[config.mk]
export PLATFORM = sky130hd
export DESIGN_NAME = reset_sequencer
export DESIGN_NICKNAME = d
export VERILOG_FILES = /design/src/rtl/reset_seq_pkg.sv /design/src/rtl/reset_sequencer_sync.sv /design/src/rtl/reset_sequencer.sv
export SDC_FILE = /design/constraint.sdc
export NUM_CORES = 1
export LEC_CHECK = 0
export BUFFER_PORTS_ARGS = -buffer_cell sky130_fd_sc_hd__buf_4
export CAP_MARGIN = 30
export CELL_PAD_IN_SITES_DETAIL_PLACEMENT = 0
export CELL_PAD_IN_SITES_GLOBAL_PLACEMENT = 2
export CORE_MARGIN = 2
export CORE_UTILIZATION = 25
export CTS_CLUSTER_DIAMETER = 40
export DETAILED_ROUTE_END_ITERATION = 10
export PLACE_DENSITY = 0.65
export SKIP_LAST_GASP = 1
export SLEW_MARGIN = 30
export SYNTH_ARGS = -nofsm -noshare
export SYNTH_HDL_FRONTEND = slang
export SYNTH_HIERARCHICAL = 1
export SYNTH_SLANG_ARGS = --single-unit
[constraint.sdc]
create_clock -name clk -period 5.5 [get_ports clk]
set_input_delay 0.55 -clock clk [delete_from_list [all_inputs] [get_ports clk]]
set_output_delay 0.55 -clock clk [all_outputs]
set_load 0.005 [all_outputs]
[src/rtl/reset_seq_pkg.sv]
// Shared definitions for the staged reset sequencer: FSM state encoding
// and the helper that sizes the shared cycle counter.
package reset_seq_pkg;

    typedef enum logic [1:0] {
        HOLD      = 2'd0,
        WAIT_LOCK = 2'd1,
        RELEASE   = 2'd2,
        RUN       = 2'd3
    } seq_state_t;

    // Width of a counter that must reach (largest terminal count - 1).
    // Never returns less than one bit so degenerate parameters still build.
    function automatic int cnt_width(input int a, input int b, input int c);
        int m;
        m = a;
        if (b > m) m = b;
        if (c > m) m = c;
        if (m < 2) return 1;
        return $clog2(m);
    endfunction

endpackage

[src/rtl/reset_sequencer_sync.sv]
// sync_2ff: single-bit two-flop synchroniser with asynchronous active-low
// reset. Both flops clear to 0, so a synchronised signal always starts low.
module sync_2ff (
    input  logic clk,
    input  logic arst_n,
    input  logic d,
    output logic q
);

    logic meta;

    // Two-stage capture of the asynchronous input into the clk domain.
    always_ff @(posedge clk or negedge arst_n) begin
        if (!arst_n) begin
            meta <= 1'b0;
            q    <= 1'b0;
        end else begin
            meta <= d;
            q    <= meta;
        end
    end

endmodule

[src/rtl/reset_sequencer.sv]
// reset_sequencer: waits for PLL lock, then releases NUM_STAGES per-domain
// active-low resets one at a time, STAGE_DLY cycles apart. A software
// request, or lock loss once release has begun, re-asserts every domain at
// once and restarts from a full HOLD period.
//
// Optional feature macro: RESET_SEQ_WDT_EN
//   defined   - WAIT_LOCK times out after WDT_CYCLES, sets sticky wdt_err
//               and retries through HOLD.
//   undefined - WAIT_LOCK waits indefinitely and wdt_err is tied low.
module reset_sequencer
    import reset_seq_pkg::*;
#(
    parameter int NUM_STAGES = 4,
    parameter int MIN_HOLD   = 8,
    parameter int STAGE_DLY  = 16,
    parameter int WDT_CYCLES = 1024
) (
    input  logic                  clk,
    input  logic                  arst_n,
    input  logic                  lock_in,
    input  logic                  sw_rst,
    output logic [NUM_STAGES-1:0] rst_n_out,
    output logic [NUM_STAGES-1:0] rst_out,
    output logic                  seq_done,
    output logic                  wdt_err
);

    localparam int CNT_W = cnt_width(MIN_HOLD, STAGE_DLY, WDT_CYCLES);
    localparam int IDX_W = $clog2(NUM_STAGES) + 1;

    localparam logic [CNT_W-1:0] HOLD_LAST  = CNT_W'(MIN_HOLD - 1);
    localparam logic [CNT_W-1:0] STAGE_LAST = CNT_W'(STAGE_DLY - 1);
    localparam logic [IDX_W-1:0] IDX_LAST   = IDX_W'(NUM_STAGES - 1);

    seq_state_t            state_q, state_d;
    logic [CNT_W-1:0]      cnt_q, cnt_d;
    logic [IDX_W-1:0]      idx_q, idx_d;
    logic [NUM_STAGES-1:0] rst_n_q, rst_n_d;
    logic [NUM_STAGES-1:0] rst_q;
    logic                  done_q, done_d;
    logic                  lock_s;
    logic                  abort;

    sync_2ff u_lock_sync (
        .clk    (clk),
        .arst_n (arst_n),
        .d      (lock_in),
        .q      (lock_s)
    );

    // Lock loss only matters once domains may already be running; a
    // software request aborts from anywhere, including HOLD itself.
    assign abort = sw_rst || (!lock_s && (state_q == RELEASE || state_q == RUN));

`ifdef RESET_SEQ_WDT_EN
    localparam logic [CNT_W-1:0] WDT_LAST = CNT_W'(WDT_CYCLES - 1);
    logic wdt_q, wdt_d;
`endif

    // Next-state, counter, stage index and output decisions.
    always_comb begin
        state_d = state_q;
        cnt_d   = cnt_q;
        idx_d   = idx_q;
        rst_n_d = rst_n_q;
        done_d  = done_q;
`ifdef RESET_SEQ_WDT_EN
        wdt_d   = wdt_q;
`endif
        if (abort) begin
            state_d = HOLD;
            cnt_d   = '0;
            idx_d   = '0;
            rst_n_d = '0;
            done_d  = 1'b0;
        end else begin
            case (state_q)
                HOLD: begin
                    rst_n_d = '0;
                    done_d  = 1'b0;
                    if (cnt_q == HOLD_LAST) begin
                        state_d = WAIT_LOCK;
                        cnt_d   = '0;
                    end else begin
                        cnt_d = cnt_q + CNT_W'(1);
                    end
                end
                WAIT_LOCK: begin
                    rst_n_d = '0;
                    done_d  = 1'b0;
                    if (lock_s) begin
                        state_d = RELEASE;
                        cnt_d   = '0;
                        idx_d   = '0;
                    end else begin
`ifdef RESET_SEQ_WDT_EN
                        if (cnt_q == WDT_LAST) begin
                            wdt_d   = 1'b1;
                            state_d = HOLD;
                            cnt_d   = '0;
                        end else begin
                            cnt_d = cnt_q + CNT_W'(1);
                        end
`else
                        cnt_d = '0;
`endif
                    end
                end
                RELEASE: begin
                    if (cnt_q == STAGE_LAST) begin
                        for (int i = 0; i < NUM_STAGES; i++) begin
                            if (idx_q == IDX_W'(i)) rst_n_d[i] = 1'b1;
                        end
                        cnt_d = '0;
                        idx_d = idx_q + IDX_W'(1);
                        if (idx_q == IDX_LAST) begin
                            state_d = RUN;
                            done_d  = 1'b1;
                        end
                    end else begin
                        cnt_d = cnt_q + CNT_W'(1);
                    end
                end
                RUN: begin
                    state_d = RUN;
                end
                default: begin
                    state_d = HOLD;
                    cnt_d   = '0;
                    idx_d   = '0;
                    rst_n_d = '0;
                    done_d  = 1'b0;
                end
            endcase
        end
    end

    // FSM state register.
    always_ff @(posedge clk or negedge arst_n) begin
        if (!arst_n) state_q <= HOLD;
        else         state_q <= state_d;
    end

    // Counter, stage index and registered reset outputs; rst_out is kept as
    // its own flop so neither polarity has logic after the register.
    always_ff @(posedge clk or negedge arst_n) begin
        if (!arst_n) begin
            cnt_q   <= '0;
            idx_q   <= '0;
            rst_n_q <= '0;
            rst_q   <= '1;
            done_q  <= 1'b0;
        end else begin
            cnt_q   <= cnt_d;
            idx_q   <= idx_d;
            rst_n_q <= rst_n_d;
            rst_q   <= ~rst_n_d;
            done_q  <= done_d;
        end
    end

`ifdef RESET_SEQ_WDT_EN
    // Sticky lock-timeout flag, cleared only by arst_n.
    always_ff @(posedge clk or negedge arst_n) begin
        if (!arst_n) wdt_q <= 1'b0;
        else         wdt_q <= wdt_d;
    end

    assign wdt_err = wdt_q;
`else
    assign wdt_err = 1'b0;
`endif

    assign rst_n_out = rst_n_q;
    assign rst_out   = rst_q;
    assign seq_done  = done_q;

endmodule

Word-level counts from Yosys, hierarchy flattened
Index checks and enable logic that the tools add are counted.
{ "word_totals": {"out_inout_bits": 10, "wordCells": 61, "reg_bits": 26, "inputBits": 4} }
{ "classes": {"bitwise_logic": 1, "mux": 25, "add_sub_neg": 2, "n_reduce_logical": 13, "n_eq_ne": 12} }
{ "op_table": {"columns": ["cell", "count"], "rows": [
  ["10-bit 2-to-1 mux", 3],
  ["10-bit one-hot mux with 3 select lines", 1],
  ["10-bit by 1-bit adder with 10-bit output (second input constant)", 1],
  ["10-bit by 3-bit equality test with 1-bit output (second input constant)", 1],
  ["10-bit by 4-bit equality test with 1-bit output (second input constant)", 1],
  ["2-bit 2-to-1 mux", 5],
  ["3-bit 2-to-1 mux", 3],
  ["3-bit by 2-bit != test with 1-bit output (second input constant)", 3],
  ["4-bit 2-to-1 mux", 2],
  ["2-bit one-hot mux with 4 select lines", 1],
  ["4-bit one-hot mux with 2 select lines", 1],
  ["1-bit 2-to-1 mux", 7],
  ["3-bit by 2-bit equality test with 1-bit output (second input constant)", 2],
  ["3-bit one-hot mux with 2 select lines", 1],
  ["3-bit AND reduction", 2],
  ["3-bit nonzero test", 2],
  ["2-bit equality test (second input constant)", 2],
  ["4-bit NOT", 1],
  ["4-bit AND reduction", 1],
  ["4-bit nonzero test", 1],
  ["3-bit by 1-bit adder with 3-bit output (second input constant)", 1],
  ["3-bit by 1-bit equality test with 1-bit output (second input constant)", 1],
  ["3-bit zero test", 1],
  ["3-bit != test (second input constant)", 1],
  ["other kinds (7)", 8]
]} }

Depth between registers and ports, before layout
Gate-level depths: netlist of the first run.
{ "logic_depth": {"ltp_word": 6, "depth_mapped": 8, "ltp_nobuf": 7} }

By module
Netlist of the first run, hierarchy kept.
{ "modules_own_cells": {"columns": ["mod", "cells_each", "area_per_inst_um2", "seq_area_each_um2", "instances"], "rows": [
  ["reset_sequencer", 137, 1353.8, 605.6, 1],
  ["sync_2ff", 2, 50.0, 50.0, 1]
]} }

Worst setup path after synthesis of the first run
OpenSTA, ideal clock, no wires.
{ "synth_path": {"path_kind": "flip-flop to flip-flop", "start": "register state_q[0]", "end": "register cnt_q[5]", "required_ps": 5384, "setup_slack_ps": 3340, "arrival_ps": 2044, "setup_ps": 116, "stages_incl_launch_ff": 9, "n_path_buf": 1, "synth_period_minus_slack_ps": 2160, "cell_sequence": "dfrtp_1 > inv_1 > ha_1 > buf_2 > nor2_1 > o21bai_1 > o32ai_1 > nand2_1 > o311ai_0"} }
{ "synth_between": {"elab_chain_len": 5, "elab_cells_between_ends": 10, "cone_classes": "eq/ne (3); mux (2); reduce/logical (5)"} }
{ "synth_rtl": {"columns": ["element", "line_no", "source"], "rows": [
  ["start, declared", "reset_sequencer.sv:35", "seq_state_t state_q, state_d;"],
  ["start signal, assigned", "reset_sequencer.sv:141", "else state_q <= state_d;"],
  ["2-bit equality test (on tied branches)", "reset_sequencer.sv:53, reset_sequencer.sv:77", null],
  ["1-bit logical OR", "reset_sequencer.sv:53", "assign abort = sw_rst || (!lock_s && (state_q == RELEASE || state_q == RUN));"],
  ["1-bit logical AND", "reset_sequencer.sv:53", null],
  ["1-bit logical OR", "reset_sequencer.sv:53", null],
  ["4-bit nonzero test (no source line) / 10-bit 2-to-1 mux (equally long branches)", null, null],
  ["end signal, assigned", "reset_sequencer.sv:154", "cnt_q <= cnt_d;"],
  ["end, declared", "reset_sequencer.sv:36", "logic [CNT_W-1:0] cnt_q, cnt_d;"]
]} }
Several ways; a longest one is shown, not always the timed one.
A chain may end at the register's enable or synchronous reset.

Worst setup path in the final report of the first run
{ "layout_path": {"start": "register state_q[0]", "end": "register cnt_q[6]"} }
Same word-level chain as after synthesis.

==> results.yml, run 1 <==
clocking:
  cts_tree: "done"
  clock_latency_ns: 0.27
  clock_sinks: 26
  postCtsHoldBufs: 0
  cts_htree_levels: 1
  path_clk_slew_ns: 0.09
  post_cts_resize_count: 0
  clockRootBuffer: "clkbuf_8"
  post-cts-setup-buffers: 0
  cts_buffers: 3
  clockBufferDepth: 2
global_route:
  grt_max_degree: 27
  track_usage: 0.1083
  antenna_found_initial: 0
  grt_overflow: 0
  grt_pass1_wl_um: 5264
  first_global_vias: 1099
logic_synthesis:
  synth_ff_type: "dfrtp_1"
  synth_enable_flop_cells: 0
  avgSynthCellArea_um2: 10.10
  ys_types: 40
  ys_ff_latch: 26
  ys_seq_area_frac: 0.4670
  yosysWarnings: 6
  syn_inst: 139
  synthesis.area_um2: 1404
  async_reset_ff_frac: 1.000
  syn-num-nets: 153
cells_and_area:
  antenna_cells: 0
  final_cell_mix: "dfrtp_1, nand2_1, buf_4, ha_1"
  drive_gt1_frac: 0.1895
  final_util: 0.2972
  final_common_cell: "dfrtp_1"
  stdcell_area_um2: 1627
  nets: 168
  area_delta_synth_final_pct: 15.86
power_and_ir_drop:
  p_leak_nw: 0.7209
  vdd_drop_max_mv: 0.1190
  power_density_nw_per_um2: 315.5
routing:
  wl_per_cell_um: 13.70
  drc_errors: 0
  highest_layer: "met4"
  ant_nets: 0
  first_iter_violations: 65
  drt-total-wl_um: 3083
  drt-pass1-iter-count: 4
  wirelength_met1_um: 1398
  dr_wl_met2_um: 1517
  avgViaCountPerCell: 4.876
  met3_wirelength_um: 139
  vias: 1097
critical_path:
  crit_fanout: 8
  start_kind: "flop"
  path_class: "reg -> reg"
  cp.arrival_ns: 2.79
  endpoint_kind: "flop"
  worstPathRequired_ns: 5.65
floorplan:
  initial_core_util: 0.2565
  ioPinCount: 14
  die_area_um2: 6231
  rows: 27
  die_height_um: 78.94
  core_area_um2: 5473
  die_x_um: 78.94
timing:
  clock_skew_ns: 0.006660
  finalSetupTns_ns: 0
  grt_setup_unrepaired: "false"
  finalCritPeriodShare: 0.4813
  setup_violations: 0
  finalHoldViolations: 0
  relSlewSlack: 0.4695
  fmax_ghz: 0.3777
  finalCriticalPeriod_ns: 2.647
  slew_violations: 0
  worst_pin_slew_ns: 0.7897
job:
  drv_cap: 0
worst_hold_path:
  hold_class: "in -> async"
placement:
  io_buffers: 12
  gp_congestion: 0.7666
  place_area_um2: 1572
  detailedPlacementHpwl_um: 2312
run_status:
  status: "finished, final reports clean"
==> kinds of logic (layout without fill, tap and decap cells) <==
group	count (synthesis)	count (layout)	synth area share
compound gates	30	30	0.1542
other cells	1	1	0.002671
flops	26	26	0.4670
mux	5	5	0.03743
fa+ha+maj	10	10	0.08913
simple gates	60	60	0.2273
buf+inv	7	21	0.02228
==> final timing paths <==
check | cells after the start | startpoint | slack [ns] | to
worst max-delay path | 7 | state_q[0] | 2.85 | cnt_q[6]
worst min-delay path | 1 | arst_n | 0.17 | state_q[0]
worst max register to register | 7 | state_q[0] | 2.85 | cnt_q[6]
worst min register to register | 0 | u_lock_sync/meta | 0.35 | u_lock_sync/q
max in group asynchronous | 1 | arst_n | 5.02 | rst_out[3]
min in group clk | 0 | u_lock_sync/meta | 0.35 | u_lock_sync/q
==> routing by layer <==
layer  up-vias  global-route usage
met3         4             0.02841
met5         -                   0
met2        26              0.1855
li1        526                   -
met1       541              0.1374
met4         0             0.02414
==> cell type report <==
type | instances | area, µm²
Fill cell | 580 | 3846
Multi-Input combinational cell | 106 | 716.9
Sequential cell | 26 | 655.6
Timing Repair Buffer | 12 | 90.09
Tap cell | 72 | 90.09
Clock buffer | 4 | 55.05
Inverter | 5 | 18.77
==> cells in the mapped netlist, types with 3 or more instances <==
master | number | area (µm²)
inv_1 | 5 | 18.77
nand2_1 | 18 | 67.56
ha_1 | 10 | 125.1
nor2_1 | 9 | 33.78
nand3_1 | 8 | 40.04
nor2b_1 | 4 | 25.02
a21o_1 | 5 | 37.54
dfstp_2 | 4 | 105.1
o311ai_0 | 3 | 26.28
o21ai_0 | 9 | 45.04
mux2i_1 | 3 | 30.03
and2_1 | 3 | 18.77
dfrtp_1 | 22 | 550.5
nor3_1 | 4 | 20.02
==> registers in the layout, summed over array words and instances (netlist names) <==
signal	count
cnt_q	10
idx_q	3
rst_n_out	4
rst_out	4
seq_done	1
state_q	2
u_lock_sync/meta	1
u_lock_sync/q	1
==> power by group <==
group | leakage [nW] | switching (mW) | total (mW) | internal (mW)
Clock | 0.0288 | 0.0585 | 0.122 | 0.0639
Sequential | 0.341 | 0.0150 | 0.221 | 0.206
Combinational | 0.351 | 0.110 | 0.169 | 0.0589
Total | 0.721 | 0.184 | 0.513 | 0.329
==> metrics by stage <==
stage | hold slack [ns] | setup slack [ns] | total power, mW | cells
4_1_cts | 0.1834 | 2.816 | 0.5211 | 225
3_3_place_gp | 0.3381 | 3.139 | 0.3934 | 221
2_1_floorplan | 0.2544 | 3.340 | 0.3453 | 139
6_report | 0.1707 | 2.853 | 0.5132 | 225
3_5_place_dp | 0.3347 | 2.864 | 0.3942 | 221
5_1_grt | 0.1817 | 2.543 | 0.5581 | 225
==> worst max-delay path: stages (launching register included) <==
cell and delay [ns]:
dfrtp_1 0.39, inv_1 0.08, ha_1 0.30, nor2_1 0.20
o21bai_1 0.20, o32ai_1 0.67, nand2_1 0.27, o311ai_0 0.42
Power figures use the tool's default switching activity.
==> run 2, diff against run 1 <==
--- a/config.mk
+++ b/config.mk
@@ -13,7 +13,7 @@
 export CORE_UTILIZATION = 25
 export CTS_CLUSTER_DIAMETER = 40
 export DETAILED_ROUTE_END_ITERATION = 10
-export PLACE_DENSITY = 0.65
+export PLACE_DENSITY = 0.67
 export SKIP_LAST_GASP = 1
 export SLEW_MARGIN = 30
 export SYNTH_ARGS = -nofsm -noshare
==> constraint.sdc (replaced) <==
create_clock -name clk -period 2.2 [get_ports clk]
set_input_delay 0.22 -clock clk [delete_from_list [all_inputs] [get_ports clk]]
set_output_delay 0.22 -clock clk [all_outputs]
set_load 0.005 [all_outputs]
==> run 2 against run 1 <==
Count of clock-buffer cells in the layout shrank 1. Register-to-register slack worse by 2.7 ns. First-iteration DRC count down 38%. Largest cell class unchanged.
==> results.yml, run 2 (same netlist as run 1, synthesis figures left out) <==
power_and_ir_drop:
  intPower_uw: 970.2
  combPwrFrac: 0.352
  pwr-share-seq: 0.377
  p_sw_frac: 0.3340
  p_sw_uw: 486.6
  pwr-share-clk: 0.271
  vdd_drop_max_mv: 0.2991
  power_density_nw_per_um2: 822.3
  total_power_mw: 1.457
  p_leak_nw: 0.8040
clocking:
  clockBufferDepth: 2
  cts_htree_levels: 1
  clock_sinks: 26
  path_clk_slew_ns: 0.09
  cts_tree: "done"
  clockRootBuffer: "clkbuf_8"
  clock_latency_ns: 0.27
  cts_buffers: 3
cells_and_area:
  final_common_cell: "buf_4"
  register_area_um2: 655.6
  drive_gt1_frac: 0.2754
  final_cell_mix: "buf_4, dfrtp_1, nand2_1, ha_1, o21ai_0"
  nets: 182
  stdcell_area_um2: 1772
  area_delta_synth_final_pct: 26.20
  antenna_cells: 0
  largest_reg_flops: 10
  finalNonFillerCells: 239
  top_register: "cnt_q"
  multi_input_area_um2: 738.2
  fill_cells: 569
routing:
  drt-pass1-iter-count: 4
  ant_nets: 0
  wirelength_met1_um: 1427
  met3_wirelength_um: 98
  vias: 1121
  wl_per_cell_um: 12.95
  drt-total-wl_um: 3095
  first_iter_violations: 40
  drc_errors: 0
  highest_layer: "met4"
  dr_wl_met2_um: 1559
  avgViaCountPerCell: 4.690
critical_path:
  crit_fanout: 7
  endpoint_kind: "flop"
  worstPathRequired_ns: 2.37
  reg2reg_slack_ns: 0.15
  startpoint: "cnt_q[5]"
  cp.arrival_ns: 2.22
  crit_path_end: "cnt_q[3]"
  path_class: "reg -> reg"
  worst_r2r_endpoint: "cnt_q[3]"
  reg2reg_depth: 6
  reg2reg_from: "cnt_q[5]"
  start_kind: "flop"
worst_hold_path:
  hold_class: "in -> reg"
floorplan:
  die_x_um: 78.94
  initial_core_util: 0.2565
  die_height_um: 78.94
  rows: 27
  core_area_um2: 5473
  die_area_um2: 6231
  ioPinCount: 14
placement:
  place_inst: 231
  place_area_um2: 1647
  detailedPlacementHpwl_um: 2404
  gp_congestion: 0.7465
  io_buffers: 12
job:
  drv_cap: 0
timing:
  fmax_ghz: 0.4886
  setup_violations: 0
  finalCriticalPeriod_ns: 2.047
  finalCritPeriodShare: 0.9302
  grt_setup_unrepaired: "false"
  clock_skew_ns: 0.006508
  slew_violations: 0
  finalSetupTns_ns: 0
  finalHoldViolations: 0
global_route:
  antenna_found_initial: 0
  track_usage: 0.1044
  grt_pass1_wl_um: 5140
  grt_overflow: 0
  grt_max_degree: 27
  first_global_vias: 1122
run_status:
  status: "finished, final reports clean"
==> run 2: how the worst min path moves through the flow <==
stage	startpoint	endpoint	slack [ns]	cells after the start
2_1_floorplan	arst_n	cnt_q[0]	-0.08	0
3_3_place_gp	arst_n	seq_done	0.15	1
3_5_place_dp	arst_n	state_q[1]	0.16	1
4_1_cts	lock_in	u_lock_sync/meta	0.04	1
5_1_grt	lock_in	u_lock_sync/meta	0.03	1
6_report	lock_in	u_lock_sync/meta	0.06	1
==> run 2: power by group through the flow <==
stage          sequential [mW]  clock [mW]  combinational [mW]
3_3_place_gp             0.558           0               0.467
3_5_place_dp             0.560           0               0.475
2_1_floorplan            0.552           0               0.311
4_1_cts                  0.551       0.412               0.478
5_1_grt                  0.558       0.433               0.574
6_report                 0.550       0.395               0.512
==> run 2: critical path, stage by stage, from the launching register on <==
cell,delay (ns)
dfrtp_1,0.39
or4_4,0.56
nor4_1,0.28
buf_4,0.19
o32a_2,0.22
o21ai_0,0.12
a21o_1,0.19
==> run 2: per-stage QoR <==
| stage | utilization | hold slack [ns] | setup WS [ns] |
|---|---|---|---|
| after detailed placement | 0.3009 | 0.1557 | 0.02597 |
| after floorplan | - | -0.07559 | 0.03999 |
| final | 0.3237 | 0.05556 | 0.1535 |
| after CTS | 0.3157 | 0.04222 | 0.009451 |
| after global placement | 0.3009 | 0.1490 | 0.05980 |
| after global routing | 0.3237 | 0.02961 | 0.02990 |
==> run 2: final cells by class <==
class | instances | share of cell area
tap | 72 | 0.05085
sequential | 26 | 0.3701
clock buffer | 3 | 0.02331
multi-input combinational | 106 | 0.4167
clock inverter | 1 | 0.01695
inverter | 5 | 0.01059
timing repair buffer | 26 | 0.1116
==> run 2: timing repair <==
action,4_1_cts,5_1_grt
setup endpoints to repair,0,9
buffers inserted,0,3
hold buffers,1,0
resized for setup,0,5
endpoints found under the hold margin,22,0
==> run 2: layer usage <==
metal,up-vias,global-route usage
met2,17,0.1863
met1,550,0.1296
met5,-,0
met4,0,0.03103
li1,552,-
met3,2,0.01705
